===== src/rtl/bin_to_bcd_seq_pkg.sv =====
// Shared types and elaboration helpers for the sequential binary-to-BCD converter.
package bcd_pkg;

    typedef enum logic [1:0] {
        IDLE  = 2'd0,
        SHIFT = 2'd1,
        DONE  = 2'd2
    } state_e;

    localparam int BIN_W_DEF  = 8;
    localparam int DIGITS_DEF = 3;

    // Bit counter width; a 1-bit binary input still needs a 1-bit counter.
    function automatic int cnt_width(input int bin_w);
        return (bin_w > 1) ? $clog2(bin_w) : 1;
    endfunction

    localparam int CNT_W_DEF = cnt_width(BIN_W_DEF);

    // Smallest digit count d with 10^d > 2^bin_w - 1.
    function automatic int digits_for(input int bin_w);
        longint max_v;
        longint pow10;
        int     d;
        max_v = (longint'(1) << bin_w) - 1;
        pow10 = 10;
        d     = 1;
        while (pow10 <= max_v) begin
            pow10 = pow10 * 10;
            d     = d + 1;
        end
        return d;
    endfunction

endpackage


===== src/rtl/bin_to_bcd_seq_if.sv =====
// Request/result bundle between the value source and the BCD converter.
interface bin_to_bcd_seq_if #(
    parameter int BIN_W  = 8,
    parameter int DIGITS = 3
);
    logic                  in_valid;
    logic                  in_ready;
    logic [BIN_W-1:0]      bin_in;
    logic                  out_valid;
    logic [4*DIGITS-1:0]   bcd_out;
    logic                  ovf2;

    // Source side: offers values, observes results.
    modport master (
        output in_valid, bin_in,
        input  in_ready, out_valid, bcd_out, ovf2
    );

    // Converter side.
    modport slave (
        input  in_valid, bin_in,
        output in_ready, out_valid, bcd_out, ovf2
    );
endinterface


===== src/rtl/bin_to_bcd_seq_adj3.sv =====
// Single BCD digit pre-shift correction: digits of 5 or more get +3 so the
// following left shift carries correctly into the next decimal digit.
module bcd_adj3 (
    input  logic [3:0] digit_i,
    output logic [3:0] digit_o
);
    // Inputs are at most 9, so +3 never overflows 4 bits.
    always_comb begin
        digit_o = (digit_i >= 4'd5) ? digit_i + 4'd3 : digit_i;
    end
endmodule


===== src/rtl/bin_to_bcd_seq.sv =====
// Sequential shift-and-add-3 binary-to-BCD converter, one input bit per clock.
// Results are published only on the completing edge, so bcd_out never shows
// a partial conversion; the low byte drives a two-digit display directly.
module bin_to_bcd_seq
    import bcd_pkg::*;
#(
    parameter int BIN_W  = BIN_W_DEF,
    parameter int DIGITS = DIGITS_DEF
) (
    input  logic                 Clk,
    input  logic                 Reset_n,
    bin_to_bcd_seq_if.slave      bus
);

    localparam int BCD_W  = 4 * DIGITS;
    localparam int WORK_W = BCD_W + BIN_W;
    localparam int CNT_W  = cnt_width(BIN_W);

    // Refuse to build a converter whose digits cannot hold the largest input.
    generate
        if (DIGITS < digits_for(BIN_W)) begin : g_digits_check
            $error("bin_to_bcd_seq: DIGITS too small for BIN_W");
        end
    endgenerate

    state_e              state_q;
    logic [CNT_W-1:0]    cnt_q;
    logic [WORK_W-1:0]   work_q;     // {bcd digits, remaining binary bits}
    logic [BCD_W-1:0]    bcd_q;
    logic                out_valid_q;
    logic                ovf2_q;

    logic [BCD_W-1:0]    adj_bcd;
    logic [WORK_W-1:0]   work_d;
    logic [BCD_W-1:0]    bcd_d;
    logic                ovf2_d;
    logic                last_shift;
    logic                in_ready;
    logic                accept;

    // All digits are corrected in parallel from their pre-shift values.
    generate
        for (genvar gi = 0; gi < DIGITS; gi++) begin : g_adj
            bcd_adj3 u_adj (
                .digit_i (work_q[BIN_W + 4*gi +: 4]),
                .digit_o (adj_bcd[4*gi +: 4])
            );
        end
    endgenerate

    // Next working value, the BCD it would publish, and the >99 flag.
    always_comb begin
        work_d     = {adj_bcd, work_q[BIN_W-1:0]} << 1;
        bcd_d      = work_d[WORK_W-1 -: BCD_W];
        ovf2_d     = 1'b0;
        for (int d = 2; d < DIGITS; d++) begin
            ovf2_d = ovf2_d | (|bcd_d[4*d +: 4]);
        end
        last_shift = (cnt_q == CNT_W'(BIN_W - 1));
    end

    assign in_ready = (state_q != SHIFT);
    assign accept   = bus.in_valid && in_ready;

    // Control FSM, shift datapath and registered result outputs.
    always_ff @(posedge Clk or negedge Reset_n) begin
        if (!Reset_n) begin
            state_q     <= IDLE;
            cnt_q       <= '0;
            work_q      <= '0;
            bcd_q       <= '0;
            out_valid_q <= 1'b0;
            ovf2_q      <= 1'b0;
        end else begin
            case (state_q)
                IDLE, DONE: begin
                    if (accept) begin
                        work_q      <= {{BCD_W{1'b0}}, bus.bin_in};
                        cnt_q       <= '0;
                        out_valid_q <= 1'b0;
                        state_q     <= SHIFT;
                    end
                end
                SHIFT: begin
                    work_q <= work_d;
                    if (last_shift) begin
                        state_q     <= DONE;
                        bcd_q       <= bcd_d;
                        ovf2_q      <= ovf2_d;
                        out_valid_q <= 1'b1;
                    end else begin
                        cnt_q <= cnt_q + 1'b1;
                    end
                end
                default: begin
                    state_q <= IDLE;
                end
            endcase
        end
    end

    assign bus.in_ready  = in_ready;
    assign bus.out_valid = out_valid_q;
    assign bus.bcd_out   = bcd_q;
    assign bus.ovf2      = ovf2_q;

endmodule


===== src/flat_wrapper.sv =====
// flat-port wrapper written by rule: the top's interface ports become plain ports
module bin_to_bcd_seq_flat import bcd_pkg::*;
#(
    parameter int BIN_W  = BIN_W_DEF,
    parameter int DIGITS = DIGITS_DEF
)
  (Clk, Reset_n, bus_in_valid, bus_bin_in, bus_in_ready, bus_out_valid, bus_bcd_out, bus_ovf2);
  bin_to_bcd_seq_if #(.BIN_W(BIN_W), .DIGITS(DIGITS)) bus_i ();
  input  logic Clk;
  input  logic Reset_n;
  input wire logic [$bits(bus_i.in_valid)-1:0] bus_in_valid;
  input wire logic [$bits(bus_i.bin_in)-1:0] bus_bin_in;
  output wire logic [$bits(bus_i.in_ready)-1:0] bus_in_ready;
  output wire logic [$bits(bus_i.out_valid)-1:0] bus_out_valid;
  output wire logic [$bits(bus_i.bcd_out)-1:0] bus_bcd_out;
  output wire logic [$bits(bus_i.ovf2)-1:0] bus_ovf2;
  assign bus_i.in_valid = bus_in_valid;
  assign bus_i.bin_in = bus_bin_in;
  assign bus_in_ready = bus_i.in_ready;
  assign bus_out_valid = bus_i.out_valid;
  assign bus_bcd_out = bus_i.bcd_out;
  assign bus_ovf2 = bus_i.ovf2;
  bin_to_bcd_seq #(.BIN_W(BIN_W), .DIGITS(DIGITS)) u_core (.Clk(Clk), .Reset_n(Reset_n), .bus(bus_i));
endmodule

===== config.mk =====
export PLATFORM = sky130hd
export DESIGN_NAME = bin_to_bcd_seq_flat
export DESIGN_NICKNAME = d
export VERILOG_FILES = /design/src/rtl/bin_to_bcd_seq_pkg.sv /design/src/rtl/bin_to_bcd_seq_if.sv /design/src/rtl/bin_to_bcd_seq_adj3.sv /design/src/rtl/bin_to_bcd_seq.sv /design/src/flat_wrapper.sv
export SDC_FILE = /design/constraint.sdc
export NUM_CORES = 1
export LEC_CHECK = 0
export BUFFER_PORTS_ARGS = -buffer_cell sky130_fd_sc_hd__buf_2
export CAP_MARGIN = 20
export CORE_ASPECT_RATIO = 2
export CORE_MARGIN = 2
export CORE_UTILIZATION = 56
export CTS_CLUSTER_DIAMETER = 80
export DETAILED_ROUTE_END_ITERATION = 10
export MAX_ROUTING_LAYER = met4
export PLACE_DENSITY = 0.81
export REMOVE_ABC_BUFFERS = 1
export SLEW_MARGIN = 20
export SYNTH_ARGS = -nofsm -noshare
export SYNTH_HDL_FRONTEND = slang
export SYNTH_SLANG_ARGS = --single-unit

===== constraint.sdc =====
create_clock -name Clk -period 1.86 [get_ports Clk]
set_input_delay 0.093 -clock Clk [delete_from_list [all_inputs] [get_ports Clk]]
set_output_delay 0.093 -clock Clk [all_outputs]
set_load 0.005 [all_outputs]

; ---- Word level (Yosys, flattened, before mapping)
; Index checks and enable logic that the tools add are counted.
[totals]
latch_bits = 0
rom_bits = 0
n_memories = 0
word_cells = 44
reg_bits = 39
mem_bits_rw = 0
[classes]
n_eq_ne = 7
div = 0
addsub = 4
bitwise = 0
n_reduce_logical = 10
shifts = 0
multipliers = 0
n_mux = 14
order_cmp = 3
[ops]
columns = op, count
row1 = 20-bit one-hot mux with 2 select lines, 1
row2 = 20-bit 2-to-1 mux, 1
row3 = "4-bit by 3-bit greater-or-equal comparator with 1-bit output, second input constant", 3
row4 = 3-bit 2-to-1 mux, 3
row5 = "4-bit by 2-bit adder with 4-bit output, second input constant", 2
row6 = 4-bit 2-to-1 mux, 2
row7 = "2-bit by 1-bit != test with 1-bit output, second input constant", 3
row8 = 3-bit one-hot mux with 2 select lines, 1
row9 = 2-bit AND reduction, 3
row10 = 3-bit AND reduction, 2
row11 = 2-bit 2-to-1 mux, 2
row12 = 2-bit one-hot mux with 2 select lines, 1
row13 = 4-bit OR reduction, 1
row14 = "3-bit by 1-bit adder with 3-bit output, second input constant", 1
row15 = "3-bit by 2-bit adder with 3-bit output, second input constant", 1
row16 = "3-bit equality test, second input constant", 1
row17 = "2-bit by 1-bit equality test with 1-bit output, second input constant", 1
row18 = "2-bit equality test, second input constant", 1
row19 = 2-bit logical NOT, 1
row20 = 1-bit 2-to-1 mux, 2
row21 = "2-bit != test, second input constant", 1
row22 = 1-bit one-hot mux with 2 select lines, 1
row23 = 2-bit nonzero test, 1
row24 = 2-bit OR reduction, 1
row25 = 1-bit logical AND, 1

; ---- Logic depth before layout (Yosys ltp)
; Gate-level depths: netlist of the first run.
[logic_depth]
depth_word = 4
ltp_mapped = 6

; ---- Modules after synthesis
; A second synthesis of the first run with hierarchy kept.
[unflattened]
cells_unflattened = 168
area_unflattened_um2 = 1961.9
[by_module_without_submodules]
columns = module, instances, seq_area_each_um2, area_per_inst_um2, cells_per_inst
row1 = bin_to_bcd_seq, 1, 975.9, 1657.8, 120
row2 = bcd_adj3, 3, 0.0, 101.3, 16

; ---- Worst setup path before layout of the first run
; Ideal clock, no wire load.
[synth_path]
kind = register -> register
startpoint = register u_core.work_q[8]
endpoint = register u_core.bcd_q[2] (netlist: u_core.bus.bcd_out[2])
t_arrival_ns = 1.440
setup_ns = 0.083
required_time_ns = 1.777
setup_slack_ns = 0.337
stages_incl_launch_ff = 7
path_cell_list = dfrtp_1 -> inv_1 -> ha_1 -> nand2b_1 -> a21oi_1 -> mux2_2 -> o21ai_0
[synth_between]
elab_chain_len = 2
elab_cells_between_ends = 3
[synth_lines]
columns = item, line
row1 = "start, declared", bin_to_bcd_seq.sv:28  ; logic [WORK_W-1:0] work_q;
row2 = "start signal, assigned", bin_to_bcd_seq.sv:78  ; work_q <= {{BCD_W{1'b0}}, bus.bin_in};
row3 = "start signal, assigned", bin_to_bcd_seq.sv:85  ; work_q <= work_d;
row4 = 4-bit by 2-bit adder with 4-bit output / 4-bit by 3-bit greater-or-equal comparator with 1-bit output (equally long branches), bin_to_bcd_seq_adj3.sv:9  ; digit_o = (digit_i >= 4'd5) ? digit_i + 4'd3 : digit_i;
row5 = 4-bit 2-to-1 mux *, bin_to_bcd_seq_adj3.sv:9
row6 = "end signal, assigned", bin_to_bcd_seq.sv:71  ; bcd_q <= '0;
row7 = "end signal, assigned", bin_to_bcd_seq.sv:88  ; bcd_q <= bcd_d;
row8 = "end, declared", bin_to_bcd_seq.sv:29  ; logic [BCD_W-1:0] bcd_q;
; Mark *: on every way between the ends. The rest lies on a longest branch, timed or not.
; A chain may end at the register's enable or synchronous reset.

; ---- Worst setup path after layout of the first run
[layout_path]
startpoint = register u_core.work_q[12]
endpoint = register u_core.bcd_q[6] (netlist: u_core.bus.bcd_out[6])
; The elaborated chain is that of the path after synthesis.

==> flow_metrics.tcl, run 1 <==
set metrics [dict create \
    status "finished, final reports clean" \
    final-hold-violation-count 0 \
    hpwl_um 2749 \
    start_util_pct 58.86 \
    ys_warn_count 0 \
    wl_per_cell_um 14.95 \
    gp_congestion 0.7704 \
    reg2reg_slack_ns 0.13 \
    holdPathStages 3 \
    critPathMaxFanout 4 \
    period_share_pct 92.77 \
    cp_cell_sequence "inv_1, ha_1, nand2b_1, a21oi_1, mux2_2, o21ai_0" \
    cts_setup_buffers 0 \
    endpoint_kind "flip-flop" \
    synth_edf_count 0 \
    ir_drop_mv 1.002 \
    htree_levels 2 \
    crit_family "compound AO/OA/AOI/OAI gates" \
    p_total_mw 3.818 \
    via_count 1409 \
    num_rows 29 \
    syn2layout_area_growth_pct 13.40 \
    grt-ovfl-total 0 \
    setup_viol 0 \
    worst_setup_path_startpoint "u_core.work_q[12]$_DFFE_PN0P_" \
    synth-seq-area-share_pct 52.53 \
    critPathMaxStageDelay_ns 0.41 \
    diodes 0 \
    fin_cells 246 \
    dp_cells 237 \
    cts_tree "yes" \
    worstMarginPinSlew_ns 0.8523 \
    skew_ns 0.009195 \
    regToRegStartpoint "u_core.work_q[12]$_DFFE_PN0P_" \
    final_cell_mix "dfrtp_1 (39), nand2_1 (34), buf_2 (25)" \
    rsz0062_at_grt "no" \
    synth_top_cells_by_area "dfrtp_1 (53%), nand2_1 (6.9%), o21ai_0 (6.2%)" \
    cp-start-kind "flip-flop" \
    drt_iter0_markers 31 \
    drive_gt1_share_pct 22.33 \
    worst-r2r-cell-count 6 \
    final_common_cell "dfrtp_1" \
    hold_path.class "input port to flip-flop" \
    relSlewSlack_pct 43.18 \
    fillers 250 \
    insertion_delay_ns 0.30 \
    drt_pass1_iterations 4 \
    yosys.area.top_type_share_pct 52.53 \
    synth_top_area_cell "dfrtp_1" \
    cp_num_buf_inv 1 \
    min_period_ns 1.726 \
    synth.distinct_cells 31 \
    crit_cells 6 \
    syn_inst 186 \
    fmax_mhz 579.5 \
    total_leakage_power_nw 1.018 \
    cts_num_sinks 39 \
    drv_slew 0 \
    cp.arrival_ns 1.93 \
    synthArstFlopShare_pct 100.0 \
    postLayoutCoreUtil_pct 66.75 \
    antenna_found_initial 0 \
    portBuffers 25 \
    maxCapViolations 0 \
    synth_seq_cells 39 \
    grt_usage_pct 23.93 \
    core_mm2 0.003157 \
    postRouteAntennaNets 0 \
    regToRegEndpoint "u_core.bus.bcd_out[6]$_DFFE_PN0P_" \
    syn_area_per_cell_um2 9.989 \
    grt_pass1_wl_um 6430 \
    synth_flop_cell "dfrtp_1" \
    fin_nets 233 \
    dieArea_mm2 0.003823 \
    path_class "flip-flop to flip-flop" \
    syn_area_mm2 0.001858 \
    vias_per_cell 5.728 \
    die_h_um 85.46 \
    path_clk_slew_ns 0.08 \
    numCtsBuffers 5 \
    holdPathEnd "u_core.work_q[0]$_DFFE_PN0P_" \
    drcViolationCount 0 \
    worstPathRequired_ns 2.06 \
    clockBufferDepth 2 \
    power_per_cell_area_mw_per_mm2 1812 \
    grt_max_degree 40 \
    hp-start "bus_bin_in[0]" \
    cp_slowest_cell "dfrtp_1" \
    totalWireLength_um 3677 \
    num_io_pins 26 \
    cts_root_buf "clkbuf_8" \
    setup_tns_ns 0 \
    die_w_um 44.73 \
    grt_pass1_vias 1460 \
]
[worst max path at each step]
| stage | end | slack (ns) |
|---|---|---|
| after CTS | u_core.bus.bcd_out[2]$_DFFE_PN0P_ | 0.07 |
| after floorplan | u_core.bus.ovf2$_DFFE_PN0P_ | 0.28 |
| final | u_core.bus.bcd_out[6]$_DFFE_PN0P_ | 0.13 |
| after detailed placement | u_core.work_q[10]$_DFFE_PN0P_ | 0.09 |
| after global routing | u_core.work_q[14]$_DFFE_PN0P_ | 0.004 |
| after global placement | u_core.bus.bcd_out[2]$_DFFE_PN0P_ | 0.24 |
[area by class of cell]
cell class | instances | area [µm²] | share of cell area [%]
clock buffers | 8 | 100.1 | 4.751
well taps | 31 | 38.79 | 1.841
multi-input cells | 130 | 800.8 | 38.00
repair buffers | 29 | 157.7 | 7.482
flip-flops and latches | 39 | 975.9 | 46.32
inverters | 9 | 33.78 | 1.603
[power by group]
group | switching (mW) | leakage (nW) | internal, mW | total [mW]
registers | 0.293 | 0.483 | 1.24 | 1.53
clock network | 0.284 | 0.0515 | 0.338 | 0.622
logic | 0.925 | 0.483 | 0.741 | 1.67
total | 1.50 | 1.02 | 2.32 | 3.82
[cell usage after synthesis, types with 2 or more instances]
cell      number
a22o_1         2
nor2_1        12
xnor2_1        3
nand2b_1       6
nand2_1       34
ha_1           8
buf_2          5
o21ai_0       23
nor3_1         2
nor3b_1        4
buf_6          2
a21oi_1        9
a31oi_1        7
nand3_1        4
dfrtp_1       39
inv_1          8
mux2_2         3
mux2_4         2
[metal layers]
layer	part of all wire, %	track usage, %
met1	36	23.93
met2	57	41.11
met3	4.2	5.319
met4	2.9	12.12
met5	0	-
[repair_timing]
item / CTS / global route
hold buffers: 1 / 0
setup endpoints to repair: 0 / 2
endpoints found under the hold margin: 39 / 0
gates resized for setup: 0 / 1
[flip-flops by register name, summed over array words and instances, names as in the netlist]
register,flops
u_core.work_q,20
u_core.bus.bcd_out,12
u_core.cnt_q,3
u_core.state_q,2
u_core.bus.out_valid,1
u_core.bus.ovf2,1
[per-stage QoR]
step,hold slack (ns),setup WS (ns),area (µm²)
2_1_floorplan,-0.2026,0.2846,1807
5_1_grt,0.03211,0.003617,2107
6_report,0.02706,0.1344,2107
4_1_cts,0.01936,0.06692,2103
3_5_place_dp,0.2425,0.08736,1993
3_3_place_gp,0.2292,0.2439,1993
[tightest hold or removal path, cell delays in order]
cell and delay, ns:
buf_2 0.10, nand2_1 0.05, a21oi_1 0.05
[logic make-up (layout without fill, tap and decap cells)]
| family | after synthesis | count (layout) | share of synthesized area (%) |
|---|---|---|---|
| buf+inv | 17 | 46 | 4.579 |
| fa+ha+maj | 8 | 8 | 5.387 |
| compound gates | 46 | 46 | 14.55 |
| flops | 39 | 39 | 52.53 |
| mux | 6 | 6 | 3.973 |
| simple gates | 67 | 67 | 17.58 |
| xor+xnor | 3 | 3 | 1.414 |
(Power assumes the default switching activity.)
==> inputs of run 2 (changes only) <==
Settings changed: CTS_BUF_LIST set to sky130_fd_sc_hd__clkbuf_16.
==> flow_metrics.tcl, run 2 (synthesis gave the netlist of run 1 again) <==
set metrics [dict create \
    insertion_delay_ns 0.28 \
    drv_slew 0 \
    largest_register_ffs 20 \
    start_util_pct 58.86 \
    p_sw_share_pct 38.48 \
    wl_per_cell_um 15.19 \
    cts_root_buf "clkbuf_16" \
    setup_viol 0 \
    vias_per_cell 5.732 \
    hold_path.class "input port to flip-flop" \
    cp-start-kind "flip-flop" \
    total_leakage_power_nw 1.036 \
    grt_max_degree 40 \
    portBuffers 25 \
    rsz0062_at_grt "no" \
    grt_usage_pct 24.40 \
    postLayoutCoreUtil_pct 67.90 \
    grt_pass1_wl_um 6479 \
    cts_tree "yes" \
    power_per_cell_area_mw_per_mm2 1868 \
    top_register "u_core.work_q" \
    ir_drop_mv 1.072 \
    grt-ovfl-total 0 \
    power.internal_mw 2.463 \
    num_io_pins 26 \
    final_common_cell "dfrtp_1" \
    syn2layout_area_growth_pct 15.35 \
    worstPathRequired_ns 2.05 \
    seqPwrFrac_pct 38.3 \
    die_w_um 44.73 \
    fin_area_mm2 0.002143 \
    gp_congestion 0.7704 \
    fin_cells 246 \
    min_period_ns 1.720 \
    core_mm2 0.003157 \
    drt_iter0_markers 45 \
    antenna_found_initial 0 \
    via_count 1410 \
    numCtsBuffers 5 \
    postRouteAntennaNets 0 \
    fin_nets 233 \
    die_h_um 85.46 \
    drt_pass1_iterations 4 \
    path_clk_slew_ns 0.06 \
    setup_tns_ns 0 \
    diodes 0 \
    critPathMaxFanout 4 \
    path_class "flip-flop to flip-flop" \
    drive_gt1_share_pct 21.40 \
    skew_ns 0.007033 \
    dieArea_mm2 0.003823 \
    clockBufferDepth 2 \
    hpwl_um 2749 \
    cp.arrival_ns 1.91 \
    period_share_pct 92.48 \
    worstMarginPinSlew_ns 0.8384 \
    htree_levels 2 \
    endpoint_kind "flip-flop" \
    final_cell_mix "dfrtp_1 (39), nand2_1 (34), buf_2 (25)" \
    fmax_mhz 581.4 \
    grt_pass1_vias 1465 \
    fillers 247 \
    num_rows 29 \
    status "finished, final reports clean" \
    switchingPower_mw 1.540 \
    placed_area_mm2 0.001993 \
    dp_cells 237 \
    cts_num_sinks 39 \
    maxCapViolations 0 \
    clkPwrFrac_pct 19.9 \
    relSlewSlack_pct 44.11 \
    power_frac_comb_pct 41.8 \
    final-hold-violation-count 0 \
    drcViolationCount 0 \
    totalWireLength_um 3737 \
]
run 2: cell count changes in the layout (fill, tap and decap cells not counted):
cell	change
clkinv_1	+2
clkbuf_16	+5
clkbuf_8	-7
inv_1	+1
clkbuf_1	-1
run 2: area by class of cell:
type                    instances  area [µm²]  share of cell area [%]
clock inverters                 3       11.26                  0.5254
inverters                       9       33.78                   1.576
multi-input cells             130       800.8                   37.36
flip-flops and latches         39       975.9                   45.53
well taps                      31       38.79                   1.810
clock buffers                   5       125.1                   5.838
repair buffers                 29       157.7                   7.355
run 2: timing repair:
action / 4_1_cts / 5_1_grt
hold endpoints to repair: 39 / 0
buffers inserted: 0 / 0
endpoints found under the setup margin: 0 / 2
resized for setup: 0 / 1
hold buffers: 1 / 0
run 2: worst max-delay path: stages (launching register included):
cell	delay, ns
dfrtp_1	0.40
inv_1	0.11
ha_1	0.22
nand2b_1	0.08
a21oi_1	0.25
mux2_2	0.38
o21ai_0	0.17
run 2: power by group through the flow:
| stage | clock network, mW | registers, mW | logic [mW] |
|---|---|---|---|
| 2_1_floorplan | 0 | 1.49 | 1.14 |
| 3_3_place_gp | 0 | 1.51 | 1.55 |
| 3_5_place_dp | 0 | 1.54 | 1.68 |
| 4_1_cts | 0.809 | 1.53 | 1.69 |
| 5_1_grt | 0.847 | 1.58 | 1.93 |
| 6_report | 0.798 | 1.53 | 1.67 |
run 2: metrics by stage:
stage	power [mW]	worst slack, ns	hold WS [ns]
2_1_floorplan	2.631	0.2846	-0.2026
5_1_grt	4.353	0.007545	0.05225
6_report	4.003	0.1399	0.04071
3_5_place_dp	3.217	0.08736	0.2425
3_3_place_gp	3.065	0.2439	0.2292
4_1_cts	4.028	0.07320	0.04030
run 2: final timing paths:
check,start,to,slack (ns),depth (start not counted)
min,bus_bin_in[0],u_core.work_q[0]$_DFFE_PN0P_,0.04,3
min reg2reg,u_core.bus.bcd_out[8]$_DFFE_PN0P_,u_core.bus.bcd_out[8]$_DFFE_PN0P_,0.48,2
max in group asynchronous,Reset_n,u_core.bus.bcd_out[6]$_DFFE_PN0P_,0.88,2
max reg2reg,u_core.work_q[12]$_DFFE_PN0P_,u_core.bus.bcd_out[6]$_DFFE_PN0P_,0.14,6
max,u_core.work_q[12]$_DFFE_PN0P_,u_core.bus.bcd_out[6]$_DFFE_PN0P_,0.14,6
min in group asynchronous,Reset_n,u_core.bus.bcd_out[7]$_DFFE_PN0P_,0.45,2
run 2: per-layer routing:
metal | share of wire, % | up-vias | routed length [µm] | global-route usage, %
li1 | - | 685 | - | -
met2 | 56 | 36 | 2095 | 41.11
met4 | 3.2 | 0 | 118 | 12.67
met1 | 37 | 679 | 1367 | 24.32
met5 | 0 | - | 0 | -
met3 | 4.1 | 10 | 155 | 6.596
==> inputs of run 3 (changes only) <==
Settings changed: ABC_AREA set to 1.
==> flow_metrics.tcl, run 3 <==
set metrics [dict create \
    total_leakage_power_nw 1.166 \
    placed_area_mm2 0.002072 \
    syn2layout_area_growth_pct 13.81 \
    setup_tns_ns 0 \
    p_total_mw 4.414 \
    largest_register_ffs 20 \
    crit_family "adder cells" \
    grt_pass1_vias 1498 \
    synth_top_cells_by_count "nand2_1 (55), dfrtp_1 (39), inv_1 (21)" \
    fmax_mhz 648.8 \
    cts_tree "yes" \
    relSlewSlack_pct 66.48 \
    drt_pass1_iterations 4 \
    drcViolationCount 0 \
    synth-seq-area-share_pct 49.87 \
    syn_area_mm2 0.001957 \
    synth.distinct_cells 31 \
    post_cts_resize_count 0 \
    vias_per_cell 5.540 \
    wl_per_cell_um 14.46 \
    path_class "flip-flop to flip-flop" \
    cp_slowest_cell "dfrtp_1" \
    synth_top_area_cell "dfrtp_1" \
    fin_nets 260 \
    clockBufferDepth 2 \
    totalWireLength_um 3961 \
    num_rows 30 \
    postLayoutCoreUtil_pct 65.93 \
    setup_ws_ns 0.3187 \
    period_share_pct 82.86 \
    drt_iter0_markers 32 \
    skew_ns 0.003150 \
    dp_slack_ns 0.3156 \
    via_count 1518 \
    synthArstFlopShare_pct 100.0 \
    grt-ovfl-total 0 \
    antenna_found_initial 0 \
    min_period_ns 1.541 \
    cp_num_buf_inv 2 \
    die_w_um 45.80 \
    drv_slew 0 \
    cp.arrival_ns 1.70 \
    ys_warn_count 0 \
    final_cell_mix "nand2_1 (55), dfrtp_1 (39), buf_2 (25)" \
    synth_edf_count 0 \
    syn_area_per_cell_um2 9.274 \
    path_common_cell "ha_1" \
    drive_gt1_share_pct 23.55 \
    critPathMaxFanout 24 \
    grt_usage_pct 23.93 \
    cts_setup_buffers 0 \
    cts_num_sinks 39 \
    diodes 0 \
    endpoint_kind "flip-flop" \
    cp-start-kind "flip-flop" \
    rsz0062_at_grt "no" \
    start_util_pct 57.93 \
    num_io_pins 26 \
    die_h_um 87.60 \
    postRouteAntennaNets 0 \
    portBuffers 25 \
    dieArea_mm2 0.004012 \
    final_common_cell "nand2_1" \
    fin_area_mm2 0.002227 \
    synth_seq_cells 39 \
    path_clk_slew_ns 0.06 \
    status "finished, final reports clean" \
    yosys.area.top_type_share_pct 49.87 \
    numCtsBuffers 5 \
    seq_area_um2 975.9 \
    synth_flop_cell "dfrtp_1" \
    worstPathRequired_ns 2.02 \
    hpwl_um 2988 \
    grt_max_degree 25 \
    insertion_delay_ns 0.28 \
    power_per_cell_area_mw_per_mm2 1982 \
    fillers 270 \
    htree_levels 2 \
    final-hold-violation-count 0 \
    setup_viol 0 \
    synth_top_cells_by_area "dfrtp_1 (50%), nand2_1 (11%), ha_1 (5.1%)" \
    cts_root_buf "clkbuf_16" \
    critPathMaxStageDelay_ns 0.39 \
    worstMarginPinSlew_ns 0.5028 \
    maxCapViolations 0 \
    synth_most_common_cell "nand2_1" \
    syn_inst 211 \
    gp_congestion 0.8565 \
    top_register "u_core.work_q" \
    cp_cell_sequence "ha_1, ha_1, nand2_4, inv_2, or2_1, inv_1, a21oi_1" \
    ir_drop_mv 1.349 \
    multi_input_area_um2 808.3 \
    grt_pass1_wl_um 6672 \
    hold_path.class "input port to flip-flop" \
    core_mm2 0.003378 \
]
## run 3: changes by cell type in the layout (fill, tap and decap cells not counted), moves of 4 or more
cell	previous run	this run
nand2_1	34	55
o21ai_1	0	12
a21oi_1	8	2
o22ai_2	0	7
inv_1	9	21
a31oi_1	7	0
nand2b_1	6	0
nor3b_1	4	0
## run 3: worst paths after layout
check | endpoint | from | depth (start not counted) | slack [ns]
worst max-delay path | u_core.bus.ovf2$_DFFE_PN0P_ | u_core.cnt_q[0]$_DFFE_PN0P_ | 7 | 0.32
worst min-delay path | u_core.state_q[1]$_DFFE_PN0P_ | bus_in_valid | 2 | 0.07
worst max register to register | u_core.bus.ovf2$_DFFE_PN0P_ | u_core.cnt_q[0]$_DFFE_PN0P_ | 7 | 0.32
worst min register to register | u_core.bus.bcd_out[5]$_DFFE_PN0P_ | u_core.bus.bcd_out[5]$_DFFE_PN0P_ | 2 | 0.48
max in group asynchronous | u_core.work_q[11]$_DFFE_PN0P_ | Reset_n | 3 | 1.01
min in group asynchronous | u_core.work_q[1]$_DFFE_PN0P_ | Reset_n | 2 | 0.32
## run 3: what timing repair did
| action | CTS | global route |
|---|---|---|
| hold endpoints to repair | 21 | 0 |
| hold buffers | 1 | 0 |
| endpoints found under the setup margin | 0 | 0 |
## run 3: worst reg2reg max path: cells and delay by family (launching register included)
| kind | cells | cell delay [ns] |
|---|---|---|
| AO/OA/AOI/OAI | 1 | 0.03 |
| adder cells (fa/ha/maj) | 2 | 0.44 |
| buffers and inverters | 2 | 0.14 |
| flip-flops | 1 | 0.39 |
| AND/OR/NAND/NOR | 2 | 0.43 |
## run 3: power breakdown
| part | internal [mW] | switching (mW) | total (mW) |
|---|---|---|---|
| clock | 0.493 | 0.329 | 0.822 |
| combinational | 0.777 | 1.29 | 2.06 |
| sequential | 1.25 | 0.273 | 1.53 |
| total | 2.52 | 1.89 | 4.41 |
## run 3: cell families after synthesis
family,Yosys count,synth area share (%)
muxes,1,0.5115
DFF,39,49.87
xor gates and xnor gates,2,0.8953
and+or+nand+nor,81,18.73
AOI/OAI and AO/OA,48,16.05
buffers and inverters,32,8.823
adders and majority gates,8,5.115
## run 3: area by class of cell
cell class | instances | share of cell area, %
flip-flops and latches | 39 | 43.82
multi-input cells | 140 | 36.29
repair buffers | 29 | 7.079
clock buffers | 5 | 5.618
inverters | 26 | 4.494
well taps | 32 | 1.798
clock inverters | 3 | 0.8989
## run 3: per-layer routing
layer,track usage (%),vias to the layer above,share of wire (%)
met5,-,-,0
met4,11.69,0,3.5
met3,3.505,10,2.5
met2,40.85,30,56
met1,25.85,728,38
li1,-,750,-
## run 3: per-stage QoR
step | std cells | hold slack [ns]
after floorplan | 205 | -0.2026
after global placement | 265 | 0.07757
after detailed placement | 265 | 0.08323
after CTS | 274 | 0.07650
after global routing | 274 | 0.08709
final | 274 | 0.07053
